===== config.mk =====
export PLATFORM = sky130hd
export DESIGN_NAME = lsu_mem_stage
export DESIGN_NICKNAME = d
export VERILOG_FILES = /design/src/rtl/lsu_pkg.sv /design/src/rtl/lsu_mem_stage_align.sv /design/src/rtl/lsu_mem_stage.sv
export SDC_FILE = /design/constraint.sdc
export NUM_CORES = 1
export LEC_CHECK = 0
export ABC_AREA = 1
export CAP_MARGIN = 25
export CORE_UTILIZATION = 47
export CTS_BUF_LIST = sky130_fd_sc_hd__clkbuf_4 sky130_fd_sc_hd__clkbuf_8 sky130_fd_sc_hd__clkbuf_16
export DETAILED_ROUTE_END_ITERATION = 7
export PLACE_DENSITY = 0.88
export SLEW_MARGIN = 20
export SYNTH_ARGS = -nofsm -noshare
export SYNTH_HDL_FRONTEND = slang
export SYNTH_SLANG_ARGS = --single-unit
export TNS_END_PERCENT = 10

===== constraint.sdc =====
create_clock -name clk -period 3.4 [get_ports clk]
set_clock_uncertainty 0.1 [all_clocks]
set_input_delay 0.51 -clock clk [delete_from_list [all_inputs] [get_ports clk]]
set_output_delay 0.51 -clock clk [all_outputs]
set_load 0.01 [all_outputs]

===== src/rtl/lsu_pkg.sv =====
// lsu_pkg: shared funct3 codes, FSM state type and alignment check for the LSU.
package lsu_pkg;
  localparam logic [2:0] F3_B  = 3'b000;
  localparam logic [2:0] F3_H  = 3'b001;
  localparam logic [2:0] F3_W  = 3'b010;
  localparam logic [2:0] F3_BU = 3'b100;
  localparam logic [2:0] F3_HU = 3'b101;
  typedef enum logic [1:0] {IDLE, REQ, WAIT, RESP} lsu_state_t;
  function automatic logic is_misaligned(input logic [2:0] f3, input logic [1:0] off);
    return ((f3 == F3_H || f3 == F3_HU) && off[0]) || (f3 == F3_W && off != 2'b00);
  endfunction
endpackage


===== src/rtl/lsu_mem_stage_align.sv =====
// lsu_align: byte enables, store lane replication and load extraction/extension.
module lsu_align
  import lsu_pkg::*;
(
  input  logic [2:0]  funct3,
  input  logic [1:0]  offset,
  input  logic [31:0] wdata,
  input  logic [31:0] rdata,
  output logic [3:0]  be,
  output logic [31:0] wdata_rep,
  output logic [31:0] rdata_ext
);
  logic [31:0] s;
  assign s = rdata >> {offset, 3'b000};
  always_comb begin
    be        = funct3[1:0] == 2'b00 ? 4'b0001 << offset :
                funct3[1:0] == 2'b01 ? 4'b0011 << offset : 4'b1111;
    wdata_rep = funct3[1:0] == 2'b00 ? {4{wdata[7:0]}} :
                funct3[1:0] == 2'b01 ? {2{wdata[15:0]}} : wdata;
    rdata_ext = '0;
    case (funct3)
      F3_B:    rdata_ext = {{24{s[7]}}, s[7:0]};
      F3_H:    rdata_ext = {{16{s[15]}}, s[15:0]};
      F3_W:    rdata_ext = s;
      F3_BU:   rdata_ext = {24'h0, s[7:0]};
      F3_HU:   rdata_ext = {16'h0, s[15:0]};
      default: rdata_ext = '0;
    endcase
  end
endmodule


===== src/rtl/lsu_mem_stage.sv =====
// lsu_mem_stage: single-outstanding load/store unit over a req/gnt/rvalid data bus.
module lsu_mem_stage
  import lsu_pkg::*;
#(
  parameter int ADDR_W = 32,
  parameter int DATA_W = 32
) (
  input  logic              clk,
  input  logic              rst_n,
  input  logic              req_valid,
  output logic              req_ready,
  input  logic              is_store,
  input  logic [2:0]        funct3,
  input  logic [ADDR_W-1:0] addr,
  input  logic [DATA_W-1:0] wdata,
  input  logic [4:0]        rd_idx,
  output logic              resp_valid,
  output logic [DATA_W-1:0] resp_data,
  output logic [4:0]        resp_rd,
  output logic              resp_err,
  output logic              mem_req,
  output logic              mem_we,
  output logic [ADDR_W-1:0] mem_addr,
  output logic [3:0]        mem_be,
  output logic [DATA_W-1:0] mem_wdata,
  input  logic              mem_gnt,
  input  logic              mem_rvalid,
  input  logic [DATA_W-1:0] mem_rdata
);
  lsu_state_t state_q, state_d;
  logic is_store_q, is_store_d, err_q, err_d, fault;
  logic [2:0] f3_q, f3_d;
  logic [ADDR_W-1:0] addr_q, addr_d;
  logic [DATA_W-1:0] wdata_q, wdata_d, data_q, data_d, wrep, ext;
  logic [4:0] rd_q, rd_d;
  logic [3:0] be;
  lsu_align u_align (
    .funct3   (f3_q),
    .offset   (addr_q[1:0]),
    .wdata    (wdata_q),
    .rdata    (mem_rdata),
    .be       (be),
    .wdata_rep(wrep),
    .rdata_ext(ext)
  );
  always_comb begin
    fault = funct3 inside {3'b011, 3'b110, 3'b111} || (is_store && funct3[2]) ||
            is_misaligned(funct3, addr[1:0]);
    state_d    = state_q;
    is_store_d = is_store_q;
    err_d      = err_q;
    f3_d       = f3_q;
    addr_d     = addr_q;
    wdata_d    = wdata_q;
    data_d     = data_q;
    rd_d       = rd_q;
    case (state_q)
      IDLE: if (req_valid) begin
        is_store_d = is_store;
        f3_d       = funct3;
        addr_d     = addr;
        wdata_d    = wdata;
        rd_d       = rd_idx;
        err_d      = fault;
        data_d     = '0;
        state_d    = fault ? RESP : REQ;
      end
      REQ:  if (mem_gnt) state_d = is_store_q ? RESP : WAIT;
      WAIT: if (mem_rvalid) begin
        data_d  = ext;
        state_d = RESP;
      end
      default: state_d = IDLE;
    endcase
  end
  always_ff @(posedge clk or negedge rst_n)
    if (!rst_n) begin
      state_q    <= IDLE;
      is_store_q <= 1'b0;
      err_q      <= 1'b0;
      f3_q       <= '0;
      addr_q     <= '0;
      wdata_q    <= '0;
      data_q     <= '0;
      rd_q       <= '0;
    end else begin
      state_q    <= state_d;
      is_store_q <= is_store_d;
      err_q      <= err_d;
      f3_q       <= f3_d;
      addr_q     <= addr_d;
      wdata_q    <= wdata_d;
      data_q     <= data_d;
      rd_q       <= rd_d;
    end
  assign req_ready  = state_q == IDLE;
  assign mem_req    = state_q == REQ;
  assign mem_we     = mem_req && is_store_q;
  assign mem_addr   = mem_req ? {addr_q[ADDR_W-1:2], 2'b00} : '0;
  assign mem_be     = mem_req ? be : 4'b0000;
  assign mem_wdata  = mem_we ? wrep : '0;
  assign resp_valid = state_q == RESP;
  assign resp_data  = resp_valid ? data_q : '0;
  assign resp_rd    = resp_valid ? rd_q : 5'd0;
  assign resp_err   = resp_valid && err_q;
endmodule


==> run_results.csv, run 1 <==
group,metric,value,unit
setup_path,cp-start-kind,"flip-flop",
hold_path,hp-class,"in -> async",
global_routing,grt-busiest-layer,"met2",
sta,setup_viol,0,
setup_path,cp_data_arrival_time,2.34,ns
setup_path,crit_type,"reg -> out",
sta,rsz0062_at_grt,"no",
logic_synthesis,yosysWarnings,0,
global_routing,grt_pass1_vias,5701,
floorplanning,fp-row-count,41,
logic_synthesis,synth_edf_count,0,
setup_path,reg2reg_depth,5,
floorplanning,dieHeight,116,um
global_routing,use_met2,44.2,%
sta,hold_violations,0,
cts,clock_latency,0.35,ns
sta,fin_crit,2.95,ns
finish,stdcell_count,1157,
route,drc,0,
pwr,max-vdd-ir-drop,514,uV
finish,synthToLayoutAreaGrowth,41.2,%
global_routing,grt_max_degree,80,
pwr,p_int,3.95,mW
cts,cts.htree.levels,3,
sta,hold_ws,0.0594,ns
pwr,p_leak,4.59,nW
sta,max_freq,339,MHz
route,viasPerCell,4.98,
sta,slew_headroom,51.0,%
logic_synthesis,synth_cell_type_count,28,
logic_synthesis,synth_top_flop_cell,"dfrtp_1",
status,run_status,"completed",
cts,cts.reportedPaths.clkPinSlew,0.07,ns
logic_synthesis,synthCells,786,
sta,finalCritPeriodShare,86.7,%
sta,worst_slew_pin_slew,0.734,ns
run,drv_cap,0,
placement,dp.cells,1142,
cts,cts_tree,"built",
global_routing,grt_first_pass_wirelength,27600,um
logic_synthesis,syn_area,0.00613,sq mm
floorplanning,die_w,116,um
floorplanning,io_pins,220,
pwr,clkPwrFrac,14.6,%
logic_synthesis,async_flop_share,100,%
placement,io_buffer_count,217,
placement,dp_hpwl,12600,um
pwr,power_frac_comb,52.6,%
pwr,switching_share,42.3,%
global_routing,grt-ovfl-total,0,
finish,nNetsFinal,1099,
finish,drive_above_1_share,5.69,%
cts,cts_buffer_depth,2,
placement,gp_congestion,0.934,
finish,antennaDiodeCount,0,
setup_path,worstPathRequired,2.79,ns
route,routed_wl,17100,um
setup_path,end_kind,"output pin",
cts,cts_buffers,9,
pwr,powerDensity,791,mW/mm^2
logic_synthesis,synth.avg_cell_area,7.80,sq um
setup_path,worstPathMaxFanout,24,
route,ant_nets,0,
global_routing,antenna_found_initial,0,
cts,cts_sinks,108,
cts,cts_hold_buffers,0,
global_routing,grt_use_met3,5.81,%
cts,post-cts-setup-buffer-count,0,
pwr,p_sw,2.89,mW
finish,fill_cells,1025,
sta,timing.setup.tns,0,ns
floorplanning,die_area,0.0135,sq mm
floorplanning,start_util,48.4,%
cts,cts_root_buf,"clkbuf_16",
logic_synthesis,ys_ff_latch,108,
logic_synthesis,seq_area_frac_synth,44.1,%
cts,cts_resized,0,
route,route.vias.total,5764,
route,wl_per_cell,14.8,um
floorplanning,core_area,0.0127,sq mm
global_routing,grt_use_total,26.6,%
sta,maxSlewViolCount,0,
route,firstDrtPassIters,5,
route,drt_iter0_drc,453,
pwr,seq_power_share,32.9,%
global_routing,use_met1,33.0,%
stage by stage:
stage          power [mW]  worst slack (ns)  cell area [sq um]  utilization (%)
3_5_place_dp         5.85             0.836               8370             66.1
5_1_grt              7.39             0.271               8660             68.3
3_3_place_gp         5.74             0.898               8370             66.1
2_1_floorplan        4.51              1.32               6140                -
4_1_cts              6.88             0.449               8650             68.3
6_report             6.85             0.451               8660             68.3
final cells by class:
| cell class | count | area, sq um | share of cell area (%) |
|---|---|---|---|
| sequential | 108 | 2700 | 31.2 |
| clock buffer | 11 | 253 | 2.92 |
| tap | 172 | 215 | 2.49 |
| multi-input combinational | 520 | 2760 | 31.8 |
| clock inverter | 4 | 25.0 | 0.289 |
| inverter | 113 | 429 | 4.96 |
| timing repair buffer | 229 | 2280 | 26.3 |
worst max-delay path: stages (launching register included):
cell	delay, ns
dfrtp_1	0.39
inv_1	0.08
ha_1	0.20
nand2_1	0.08
buf_4	0.27
clkinv_1	0.29
o21ai_0	0.15
inv_1	0.06
clkdlybuf4s50_1	0.47
cells by family (layout without fill, tap and decap cells):
group           after synthesis  in the layout  synth area share, %
simple gates                384            384                 26.4
buf+inv                     159            357                 11.2
flops                       108            108                 44.1
compound gates               68             68                 5.96
mux                          58             58                 10.7
fa+ha+maj                     8              8                 1.63
other cells                   1              2               0.0612
path summary, 6_finish.rpt:
check	slack, ns	startpoint	to
max in group asynchronous	2.35	rst_n	wdata_q[3]
worst max-delay path	0.45	state_q[1]	mem_wdata[31]
min in group clk	0.38	data_q[27]	data_q[27]
worst max register to register	1.33	state_q[0]	wdata_q[12]
worst min-delay path	0.06	rst_n	addr_q[5]
worst min register to register	0.38	data_q[27]	data_q[27]
power by group through the flow:
stage,clock network (mW),registers (mW),logic (mW)
after floorplan,0,2.13,2.39
after global placement,0,2.23,3.51
after detailed placement,0,2.26,3.59
after CTS,1.02,2.25,3.62
after global routing,1.08,2.32,4.00
final,0.998,2.25,3.60
Yosys cell counts, types with 8 or more instances:
cell / instances / area share, %
a21oi_1: 26 / 2.1
buf_2: 16 / 1.3
clkbuf_1: 18 / 1.1
dfrtp_1: 108 / 44
ha_1: 8 / 1.6
inv_1: 108 / 6.6
mux2_1: 57 / 10
nand2_1: 281 / 17
nand3_1: 45 / 3.7
nand3_2: 13 / 2.1
nor2_1: 36 / 2.2
o21ai_0: 26 / 2.1
flip-flops by register name, summed over array words and instances (netlist names):
| name | count |
|---|---|
| f3_q | 3 |
| addr_q | 32 |
| data_q | 32 |
| wdata_q | 32 |
| rd_q | 5 |
| is_store_q | 1 |
| err_q | 1 |
| state_q | 2 |
metal layers:
layer | vias up | part of all wire [%]
met1 | 2679 | 41
met2 | 241 | 49
met5 | - | 0
met3 | 43 | 7.2
li1 | 2801 | -
met4 | 0 | 3.3
cell usage in the layout, fill, tap and decap left out, types with 3 or more instances in the layout:
| cell type | count |
|---|---|
| nand3_2 | 13 |
| dfrtp_1 | 108 |
| inv_1 | 108 |
| o211ai_1 | 7 |
| clkdlybuf4s50_1 | 216 |
| nand3_1 | 45 |
| nand2_1 | 280 |
| nor2_1 | 36 |
| inv_2 | 3 |
| o21ai_0 | 26 |
| buf_4 | 11 |
| o22ai_1 | 3 |
| nor2_2 | 3 |
| a21oi_1 | 26 |
| o21ai_1 | 5 |
| mux2_1 | 57 |
| ha_1 | 8 |
| clkbuf_16 | 9 |
| nand2_4 | 3 |
(Power assumes the default switching activity.)
==> run 2, diff against run 1 <==
--- a/config.mk
+++ b/config.mk
@@ -5,12 +5,11 @@
 export SDC_FILE = /design/constraint.sdc
 export NUM_CORES = 1
 export LEC_CHECK = 0
-export ABC_AREA = 1
 export CAP_MARGIN = 25
 export CORE_UTILIZATION = 47
-export CTS_BUF_LIST = sky130_fd_sc_hd__clkbuf_4 sky130_fd_sc_hd__clkbuf_8 sky130_fd_sc_hd__clkbuf_16
+export CTS_BUF_LIST = sky130_fd_sc_hd__clkbuf_16
 export DETAILED_ROUTE_END_ITERATION = 7
-export PLACE_DENSITY = 0.88
+export PLACE_DENSITY = 0.9
 export SLEW_MARGIN = 20
 export SYNTH_ARGS = -nofsm -noshare
 export SYNTH_HDL_FRONTEND = slang
==> run 2 against run 1 <==
- total power fell by 0.17%
- sequential power rose by 5%
- global-route usage fell by 0.39 points
- largest cell class unchanged
==> run_results.csv, run 2 <==
group,metric,value,unit
status,run_status,"completed",
setup_path,cp_slowest_stage_delay,0.58,ns
cts,cts_sinks,108,
cts,cts.htree.levels,3,
floorplanning,die_area,0.0127,sq mm
global_routing,grt_use_total,26.2,%
sta,maxSlewViolCount,0,
setup_path,worstPathRequired,2.79,ns
floorplanning,start_util,48.1,%
finish,drive_above_1_share,15.3,%
global_routing,grt-ovfl-total,0,
route,route.vias.total,4751,
logic_synthesis,synth_top_flop_cell,"dfrtp_1",
cts,cts_tree,"built",
cts,post-cts-setup-buffer-count,0,
route,ant_nets,0,
logic_synthesis,synth_common_cells,"dfrtp_1, mux2_2, and2_1",
logic_synthesis,synthTopCellsByArea,"dfrtp_1, mux2_2, and2_1",
route,drc,0,
finish,mostFrequentLayoutCells,"clkdlybuf4s50_1, dfrtp_1, mux2_2, and2_1, nand2_1",
cts,cts_hold_buffers,0,
floorplanning,dieHeight,113,um
logic_synthesis,synth.avg_cell_area,10.9,sq um
logic_synthesis,seq_area_frac_synth,47.0,%
setup_path,slowest_stage,"clkdlybuf4s50_1",
logic_synthesis,async_flop_share,100,%
sta,hold_violations,0,
hold_path,hp-class,"in -> async",
finish,antennaDiodeCount,0,
logic_synthesis,synth_top_cell_by_area,"dfrtp_1",
finish,fill_cells,933,
setup_path,cp_top_family,"buffers and inverters",
cts,cts_buffer_depth,2,
route,wl_per_cell,18.5,um
route,firstDrtPassIters,5,
cts,cts_resized,0,
logic_synthesis,ys_ff_latch,108,
global_routing,grt_max_degree,76,
logic_synthesis,synthCells,526,
finish,reg_top3,"addr_q (32), data_q (32), wdata_q (32)",
cts,cts.reportedPaths.clkPinSlew,0.07,ns
route,routed_wl,16300,um
route,drt_iter0_drc,332,
cts,cts_buffers,9,
sta,worst_slew_pin_slew,0.985,ns
route,viasPerCell,5.42,
global_routing,grt_first_pass_wirelength,25800,um
logic_synthesis,yosysWarnings,0,
sta,fin_crit,3.04,ns
sta,finalCritPeriodShare,89.5,%
setup_path,cp_data_arrival_time,2.43,ns
floorplanning,die_w,113,um
run,drv_cap,0,
floorplanning,io_pins,220,
setup_path,crit_chain,"inv_1 -> ha_1 -> nand2_1 -> a21oi_1 -> clkdlybuf4s50_1",
finish,final_common_cell,"clkdlybuf4s50_1",
sta,timing.setup.tns,0,ns
setup_path,critPathBufInv,2,
logic_synthesis,syn_area,0.00575,sq mm
pwr,power.total,6.83,mW
setup_path,cp-start-kind,"flip-flop",
floorplanning,fp-row-count,40,
setup_path,end_kind,"output pin",
placement,io_buffer_count,217,
pwr,max-vdd-ir-drop,418,uV
logic_synthesis,synth_top_area_share,47.0,%
finish,nNetsFinal,843,
global_routing,antenna_found_initial,0,
logic_synthesis,synth_cell_type_count,37,
floorplanning,core_area,0.0120,sq mm
sta,rsz0062_at_grt,"no",
pwr,powerDensity,821,mW/mm^2
cts,clock_latency,0.34,ns
logic_synthesis,yosysMostFrequentCell,"dfrtp_1",
placement,gp_congestion,0.908,
placement,dp_hpwl,12100,um
setup_path,worstPathMaxFanout,26,
finish,synthToLayoutAreaGrowth,44.7,%
setup_path,crit_type,"reg -> out",
sta,slew_headroom,34.3,%
cts,cts_root_buf,"clkbuf_16",
logic_synthesis,synth_edf_count,0,
global_routing,grt_pass1_vias,4968,
pwr,p_leak,3.62,nW
sta,setup_viol,0,
sta,max_freq,329,MHz
run 2: kinds of logic after synthesis:
logic type | share of synthesized area, %
AND/OR/NAND/NOR | 14.8
multiplexers | 21.9
flip-flops | 47.0
AO/OA/AOI/OAI | 10.7
buffers and inverters | 3.79
adder cells (fa/ha/maj) | 1.74
other | 0.0652
run 2: cell type report:
type / instances / area [sq um] / share of cell area (%)
multi-input cells: 371 / 2840 / 34.1
inverters: 8 / 30.0 / 0.361
flip-flops and latches: 108 / 2700 / 32.5
clock inverters: 7 / 81.3 / 0.977
clock buffers: 9 / 225 / 2.71
well taps: 147 / 184 / 2.21
repair buffers: 227 / 2260 / 27.1
run 2: worst paths after layout:
path	from	to	slack, ns	depth (start not counted)
max in group asynchronous	rst_n	wdata_q[8]	2.40	2
min reg2reg	data_q[8]	data_q[8]	0.38	1
min	rst_n	addr_q[22]	0.04	1
min in group clk	data_q[8]	data_q[8]	0.38	1
max	state_q[1]	mem_wdata[12]	0.36	5
max reg2reg	f3_q[1]	data_q[24]	0.88	5
run 2: worst register-to-register path: stages (launching register included):
cell,delay (ns)
dfrtp_1,0.59
buf_4,0.31
or3b_1,0.41
nor4_4,0.40
and2_1,0.40
a221o_1,0.23
run 2: routing by layer:
metal	vias up	share of wire (%)	GRT usage [%]
met4	0	0.97	7.47
li1	2228	-	-
met1	2306	40	31.7
met3	14	8.0	6.05
met2	203	51	46.7
met5	-	0	0
run 2: power breakdown:
part / internal (mW) / leakage [nW] / total, mW / switching, mW
clock network: 0.636 / 0.152 / 1.08 / 0.447
registers: 1.92 / 1.34 / 2.36 / 0.439
logic: 1.79 / 2.14 / 3.39 / 1.60
total: 4.35 / 3.62 / 6.83 / 2.49
run 2: stage by stage:
stage	utilization, %	hold WS [ns]	instance area (sq um)	std cells	worst slack, ns
6_report	69.6	0.0386	8320	877	0.356
4_1_cts	69.6	0.0588	8320	877	0.288
5_1_grt	69.6	0.0783	8320	877	0.127
3_3_place_gp	67.0	0.360	8020	861	0.757
3_5_place_dp	67.0	0.372	8020	861	0.688
2_1_floorplan	-	0.114	5750	527	1.33
